## src/rtl/sisc_pkg.sv

```systemverilog
// Shared widths, index type and constants for the SISC register file slice.
package sisc_pkg;

  localparam int DATA_W   = 32;
  localparam int REG_AW   = 4;
  localparam int NUM_REGS = 2 ** REG_AW;

  typedef logic [REG_AW-1:0] reg_idx_t;
  typedef logic [DATA_W-1:0] data_t;

  localparam reg_idx_t R0 = '0;

endpackage

```

## src/rtl/sisc_scoreboard.sv

```systemverilog
// Busy-bit scoreboard for in-flight destinations, with the operand hazard check.
module sisc_scoreboard
  import sisc_pkg::*;
(
  input  logic                clk,
  input  logic                rst,
  input  logic                issue_en,
  input  reg_idx_t            issue_reg,
  input  logic                rf_we,
  input  reg_idx_t            write_reg,
  input  logic                rega_use,
  input  logic                regb_use,
  input  reg_idx_t            read_rega,
  input  reg_idx_t            read_regb,
  output logic [NUM_REGS-1:0] busy_vec,
  output logic                hazard
);

  logic [NUM_REGS-1:0] busy_d;
  logic [NUM_REGS-1:0] busy_q;
  logic                haz_a;
  logic                haz_b;

  // Set is applied after clear so a new producer on the same register wins.
  always_comb begin
    busy_d = busy_q;
    if (rf_we && (write_reg != R0)) begin
      busy_d[write_reg] = 1'b0;
    end
    if (issue_en && (issue_reg != R0)) begin
      busy_d[issue_reg] = 1'b1;
    end
    busy_d[0] = 1'b0;
  end

  always_ff @(posedge clk) begin
    if (rst) begin
      busy_q <= '0;
    end else begin
      busy_q <= busy_d;
    end
  end

  // A same-cycle write-back forwards the data, so it cancels the stall.
  always_comb begin
    haz_a  = rega_use & busy_q[read_rega] & ~(rf_we & (write_reg == read_rega));
    haz_b  = regb_use & busy_q[read_regb] & ~(rf_we & (write_reg == read_regb));
    hazard = haz_a | haz_b;
  end

  assign busy_vec = busy_q;

endmodule

```

## src/rtl/sisc_regfile_sb.sv

```systemverilog
// SISC register file: write-back commit, two bypassed read ports, and scoreboard.
module sisc_regfile_sb
  import sisc_pkg::*;
(
  input  logic                clk,
  input  logic                rst,
  input  logic [REG_AW-1:0]   read_rega,
  input  logic [REG_AW-1:0]   read_regb,
  input  logic                rega_use,
  input  logic                regb_use,
  output logic [DATA_W-1:0]   rsa,
  output logic [DATA_W-1:0]   rsb,
  input  logic [REG_AW-1:0]   write_reg,
  input  logic [DATA_W-1:0]   write_data,
  input  logic                rf_we,
  input  logic                issue_en,
  input  logic [REG_AW-1:0]   issue_reg,
  output logic                hazard,
  output logic [NUM_REGS-1:0] busy_vec
);

  data_t regs_d [NUM_REGS];
  data_t regs_q [NUM_REGS];
  logic  wr_en;

  assign wr_en = rf_we && (write_reg != R0);

  always_comb begin
    regs_d = regs_q;
    if (wr_en) begin
      regs_d[write_reg] = write_data;
    end
  end

  always_ff @(posedge clk) begin
    if (rst) begin
      for (int i = 0; i < NUM_REGS; i++) begin
        regs_q[i] <= '0;
      end
    end else begin
      regs_q <= regs_d;
    end
  end

  // R0 reads as zero; otherwise the in-flight write-back is forwarded ahead of storage.
  always_comb begin
    if (read_rega == R0) begin
      rsa = '0;
    end else if (wr_en && (write_reg == read_rega)) begin
      rsa = write_data;
    end else begin
      rsa = regs_q[read_rega];
    end
    if (read_regb == R0) begin
      rsb = '0;
    end else if (wr_en && (write_reg == read_regb)) begin
      rsb = write_data;
    end else begin
      rsb = regs_q[read_regb];
    end
  end

  sisc_scoreboard u_scoreboard (
    .clk       (clk),
    .rst       (rst),
    .issue_en  (issue_en),
    .issue_reg (issue_reg),
    .rf_we     (rf_we),
    .write_reg (write_reg),
    .rega_use  (rega_use),
    .regb_use  (regb_use),
    .read_rega (read_rega),
    .read_regb (read_regb),
    .busy_vec  (busy_vec),
    .hazard    (hazard)
  );

endmodule

```

## config.mk

```make
export PLATFORM = sky130hd
export DESIGN_NAME = sisc_regfile_sb
export DESIGN_NICKNAME = d
export VERILOG_FILES = /design/src/rtl/sisc_pkg.sv /design/src/rtl/sisc_scoreboard.sv /design/src/rtl/sisc_regfile_sb.sv
export SDC_FILE = /design/constraint.sdc
export NUM_CORES = 1
export LEC_CHECK = 0
export CORE_MARGIN = 4
export CORE_UTILIZATION = 45
export DETAILED_ROUTE_END_ITERATION = 16
export PLACE_DENSITY_LB_ADDON = 0.12
export RECOVER_POWER = 25
export SLEW_MARGIN = 10
export SYNTH_ARGS = -nofsm -noshare
export SYNTH_HDL_FRONTEND = slang
export SYNTH_SLANG_ARGS = --single-unit
export TNS_END_PERCENT = 50
```

## constraint.sdc

```tcl
create_clock -name clk -period 3.4 [get_ports clk]
set_input_delay 0.68 -clock clk [delete_from_list [all_inputs] [get_ports clk]]
set_output_delay 0.68 -clock clk [all_outputs]
set_load 0.01 [all_outputs]
```

* Yosys cells after proc, flatten, opt, wreduce, memory -nomap -nowiden
Index checks and enable logic that the tools add are counted.
** Operators by class
- $lt $le $gt $ge :: 10
- Bitwise gates (word level) :: 15
- Mux-type cells :: 23
- Equal/unequal tests :: 2
- Reductions and logical operators :: 11
** Operators by type and width (number)
- bitwise mux 512 bit :: 1
- 2-to-1 mux 32 bit :: 9
- binary-select mux 32 bit (select 4 bit) :: 2
- demux 32 bit (select 4 bit) :: 1
- 2-to-1 mux 16 bit :: 2
- < comparator 4 x 5 -> 1 bit (second input constant) :: 4
- bitwise AND 16 bit :: 1
- inverter 16 bit :: 1
- bitwise OR 16 bit :: 1
- greater-or-equal comparator 5 bit (second input constant) :: 3
- inverter 4 -> 5 bit :: 3
- binary-select mux 1 bit (select 4 bit) :: 2
- demux 1 bit (select 4 bit) :: 2
- == test 4 bit :: 2
- greater-or-equal comparator 4 x 1 -> 1 bit (second input constant) :: 2
- logical NOT 4 bit :: 2
- nonzero test 4 bit :: 2
- logical AND 1 bit :: 7
- bitwise AND 1 bit :: 6
- < comparator 5 x 1 -> 1 bit (second input constant) :: 1
- 2-to-1 mux 1 bit :: 4
- inverter 1 bit :: 2
- bitwise OR 1 bit :: 1
** Word-level totals
- Input port bits :: 54
- Bits in registers :: 528
- Logic and storage cells :: 79

* Longest topological paths before layout
- Depth after elaboration :: 9
- Mapped depth :: 8

* By module
From an unflattened synthesis, not the netlist that was laid out.
** Second synthesis, totals
- Cells, all modules :: 2981
- Area total of the unflattened synthesis :: 27865.5 um2
** By module, submodules not included
- sisc_regfile_sb :: sequential area each 10249.8 um2, area an instance 26850.8 um2, instances 1, cells an instance 2868
- sisc_scoreboard :: sequential area each 300.3 um2, area an instance 1014.7 um2, instances 1, cells an instance 113

* Worst setup path after synthesis
OpenSTA, ideal clock, no wires.
- Path type :: input to output
- From :: input port read_rega[2]
- To :: output port rsa[0]
- Required time :: 2720 ps
- Buffers on the path :: 3
- Stages :: 7
- Data arrival time :: 2327 ps
- Path slack :: 393 ps
- Cell sequence :: buf_2 > buf_2 > buf_1 > mux4_2 > mux2_2 > a22o_1 > a22o_1
** Between the ends
- Longest elaborated chain between the ends :: 6
** Ends and longest elaborated chain
- start, declared :: RTL line sisc_regfile_sb.sv:7 : input logic [REG_AW-1:0] read_rega,
- inverter 4 -> 5 bit (not written as such) :: RTL line sisc_regfile_sb.sv:52 : rsa = regs_q[read_rega];
- binary-select mux 32 bit (select 4 bit) :: RTL line sisc_regfile_sb.sv:52
- 2-to-1 mux 32 bit (not written as such) (2 in a row) :: RTL line sisc_regfile_sb.sv:52
- 2-to-1 mux 32 bit :: RTL line sisc_regfile_sb.sv:49 : end else if (wr_en && (write_reg == read_rega)) begin
- 2-to-1 mux 32 bit (*) :: RTL line sisc_regfile_sb.sv:47 : if (read_rega == R0) begin
- end, declared :: RTL line sisc_regfile_sb.sv:11 : output logic [DATA_W-1:0] rsa,
Every way passes the cells marked *; elsewhere a longest branch is shown, timed or not. The select of a mux whose other input is x is not followed.

* Worst setup path after layout
- From :: input port read_regb[1]
- To :: output port rsb[13]
** Between the ends
- Longest elaborated chain between the ends :: 6
** Ends and longest elaborated chain
- start, declared :: RTL line sisc_regfile_sb.sv:8 : input logic [REG_AW-1:0] read_regb,
- inverter 4 -> 5 bit (not written as such) :: RTL line sisc_regfile_sb.sv:59 : rsb = regs_q[read_regb];
- binary-select mux 32 bit (select 4 bit) :: RTL line sisc_regfile_sb.sv:59
- 2-to-1 mux 32 bit (not written as such) (2 in a row) :: RTL line sisc_regfile_sb.sv:59
- 2-to-1 mux 32 bit :: RTL line sisc_regfile_sb.sv:56 : end else if (wr_en && (write_reg == read_regb)) begin
- 2-to-1 mux 32 bit (*) :: RTL line sisc_regfile_sb.sv:54 : if (read_regb == R0) begin
- end, declared :: RTL line sisc_regfile_sb.sv:12 : output logic [DATA_W-1:0] rsb,
Marks and branches as above.

==> flow_summary_export.csv <==
group,metric,value,unit
worst_setup_path,required,2.72,ns
yosys,synth_nets,3175,
placement,numPortBuffers,133,
global_routing,grt_max_degree,91,
yosys,syn-cell-area,27600,um^2
placement,place_congestion,0.839,
timing,finalCriticalPeriod,3.44,ns
cts,cts_buffers,60,
final_layout,nets,3278,
worst_setup_path,cp.arrival,2.76,ns
power_and_ir_drop,ir_worst_vdd,0.000358,V
yosys,synthFlopType,"dfxtp_1",
timing,hold_violations,0,
worst_setup_path,critPathCaptureType,"output pin",
timing,tightest_slew,2.07,ns
timing,rsz0062_at_grt,"yes",
worst_setup_path,path_class,"input pin to output pin",
yosys,yosysSeqAreaShare,38.3,%
yosys,yosys_warnings,0,
routing,drtIter0Drc,2601,
power_and_ir_drop,p_total,15.1,mW
yosys,synth_edf_count,0,
die,ios,135,
yosys,synth_cell_type_count,43,
global_routing,grt-ovfl-total,0,
timing,slew_viol_final,112,
die,num_rows,90,
routing,wirelength,104,mm
worst_setup_path,path_max_fanout,16,
routing,viasPerCell,6.18,
final_layout,fillers,5231,
yosys,syn_avg_cell_area,8.83,um^2
power_and_ir_drop,power_density,448,nW/um^2
final_layout,multi_input_area,15800,um^2
die,die_area,65300,um^2
yosys,synth_cells,3121,
timing,relSlewSlack,-37.9,%
yosys,async_reset_ff_share,0,%
routing,drc,0,
cts,cts_tree,"yes",
cts,root_buffer,"clkbuf_16",
status,violations,"capacitance limit, slew limit, setup timing",
final_layout,finish.utilization,56.0,%
final_layout,area_delta_synth_final,22.8,%
worst_setup_path,worst_setup_path_start_kind,"input pin",
die,core,60500,um^2
status,outcome,"finished with violations",
placement,dp_hpwl,64.5,mm
routing,ant_nets,0,
cts,cts_sinks,527,
cts,path_clk_slew,0.06,ns
final_layout,drive_gt1_share,20.4,%
final_layout,seqCellArea,10600,um^2
die,fp.dieW,255,um
flow_run,timing.max_cap.violations,2,
timing,holdWs,0.464,ns
yosys,ys_ff_latch,527,
die,start_util,45.6,%
global_routing,grt_pass1_wl,153,mm
routing,dr.pass1.iters,6,
min_path,worstHoldPathType,"flop to flop",
cts,cts.path.max_buffers,3,
cts,cts_max_level,2,
timing,setup_slack,-0.0420,ns
timing,clock_skew,0,ns
routing,num_vias,25100,
timing,setup_viol,3,
routing,wire_per_inst,25.7,um
global_routing,grt_pass1_vias,24300,
timing,max_freq,0.291,GHz
global_routing,grt_usage,30.2,%
timing,period_share,101,%
cts,clkLatencyLatePin,0.64,ns
final_layout,diodes,0,
power_and_ir_drop,total_leakage_power,12.7,nW
global_routing,antenna_found_initial,0,
die,dieHeight,255,um
==> through the flow <==
stage               setup TNS (ns)  std cells  instance area [um^2]  setup WS (ns)
floorplan                        0       3121                 27600          0.393
global placement            -11.25       3901                 30900         -0.271
detailed placement          -12.34       3901                 30900         -0.276
CTS                          -2.64       4021                 33200         -0.115
global route                -0.495       4057                 33800        -0.0807
finish                     -0.0900       4057                 33800        -0.0420
==> path summary, 6_finish.rpt <==
kind / from / end / slack, ns / depth (start not counted)
setup / recovery: read_regb[1] / rsb[13] / -0.04 / 7
hold / removal: regs_q[274] / regs_q[274] / 0.46 / 2
setup reg to reg: u_scoreboard.busy_vec[3] / u_scoreboard.busy_vec[3] / 2.55 / 2
hold reg to reg: regs_q[274] / regs_q[274] / 0.46 / 2
==> area by class of cell <==
cell class	count	area share, %
tap	782	2.89
inverter	2	0.0222
clock buffer	87	5.27
sequential	527	31.2
timing repair buffer	380	13.0
clock inverter	26	1.12
multi-input combinational	2253	46.6
==> where the power goes <==
group / total (mW) / switching (mW) / internal (mW)
Sequential: 6.31 / 0.0565 / 6.25
Clock: 7.02 / 2.77 / 4.25
Combinational: 1.82 / 1.03 / 0.795
Total: 15.1 / 3.85 / 11.3
==> synthesized netlist by cell type, drive strengths merged, types with 2 or more instances <==
cell	n	area [um^2]
nor2b	40	250
a22o	124	1090
and3	2	12.5
and3b	3	26.3
inv	2	7.51
o32a	4	40.0
nand4	2	12.5
buf	78	507
a32oi	4	35.0
o221ai	2	17.5
nand3b	2	15.0
a21oi	484	2420
mux2i	124	1240
nor2	42	158
nor3	6	30.0
nand2b	66	413
xnor2	6	52.6
nand3	5	25.0
a32o	2	20.0
o21ai	3	15.0
and2	3	18.8
a22oi	11	82.6
clkbuf	261	987
nand2	978	3670
dfxtp	527	10600
mux4	198	4460
a221oi	64	561
mux2	68	766
==> what timing repair did <==
| action | 4_1_cts | 5_1_grt |
|---|---|---|
| gates resized for setup | 36 | 68 |
| setup buffers | 6 | 25 |
| gates cloned | 1 | 11 |
| hold buffers | 0 | 0 |
| pin swaps | 2 | 1 |
| endpoints found under the setup margin | 65 | 53 |
==> worst max-delay path: stages <==
cell and delay [ns]:
buf_16 0.15, buf_12 0.20, mux4_2 0.53, mux2_2 0.29
a22o_1 0.21, a22o_1 0.21, clkdlybuf4s50_1 0.48
==> logic make-up (layout without fill, tap and decap cells) <==
family | after synthesis | count (layout) | synth area share (%)
AND/OR/NAND/NOR | 1156 | 1156 | 17.0
AO/OA/AOI/OAI | 700 | 700 | 15.6
flip-flops | 527 | 527 | 38.3
multiplexers | 390 | 390 | 23.5
buffers and inverters | 341 | 495 | 5.45
XOR/XNOR | 6 | 6 | 0.191
other | 1 | 1 | 0.0136
==> layer usage <==
| metal | share of wire (%) | GRT usage (%) | vias to the layer above |
|---|---|---|---|
| met3 | 8.8 | 4.55 | 230 |
| met1 | 40 | 40.3 | 12400 |
| met2 | 48 | 50.0 | 1286 |
| met4 | 3.5 | 11.3 | 0 |
| li1 | - | - | 11200 |
| met5 | 0 | 0 | - |
==> flip-flops by register name, summed over array words and instances (netlist names) <==
| signal | flops |
|---|---|
| regs_q | 512 |
| u_scoreboard.busy_vec | 15 |
==> cells in the final DEF, fill, tap and decap left out, drive strengths merged, types with 42 or more instances in the layout <==
master	synthesis	final
nand2b	66	66
mux2	68	68
dlymetal6s2s	0	48
a22o	124	124
clkdlybuf4s50	0	59
a21oi	484	484
a221oi	64	64
nand2	978	978
mux2i	124	124
buf	78	230
nor2	42	42
mux4	198	198
dfxtp	527	527
clkbuf	261	112
Power figures use the tool's default switching activity.
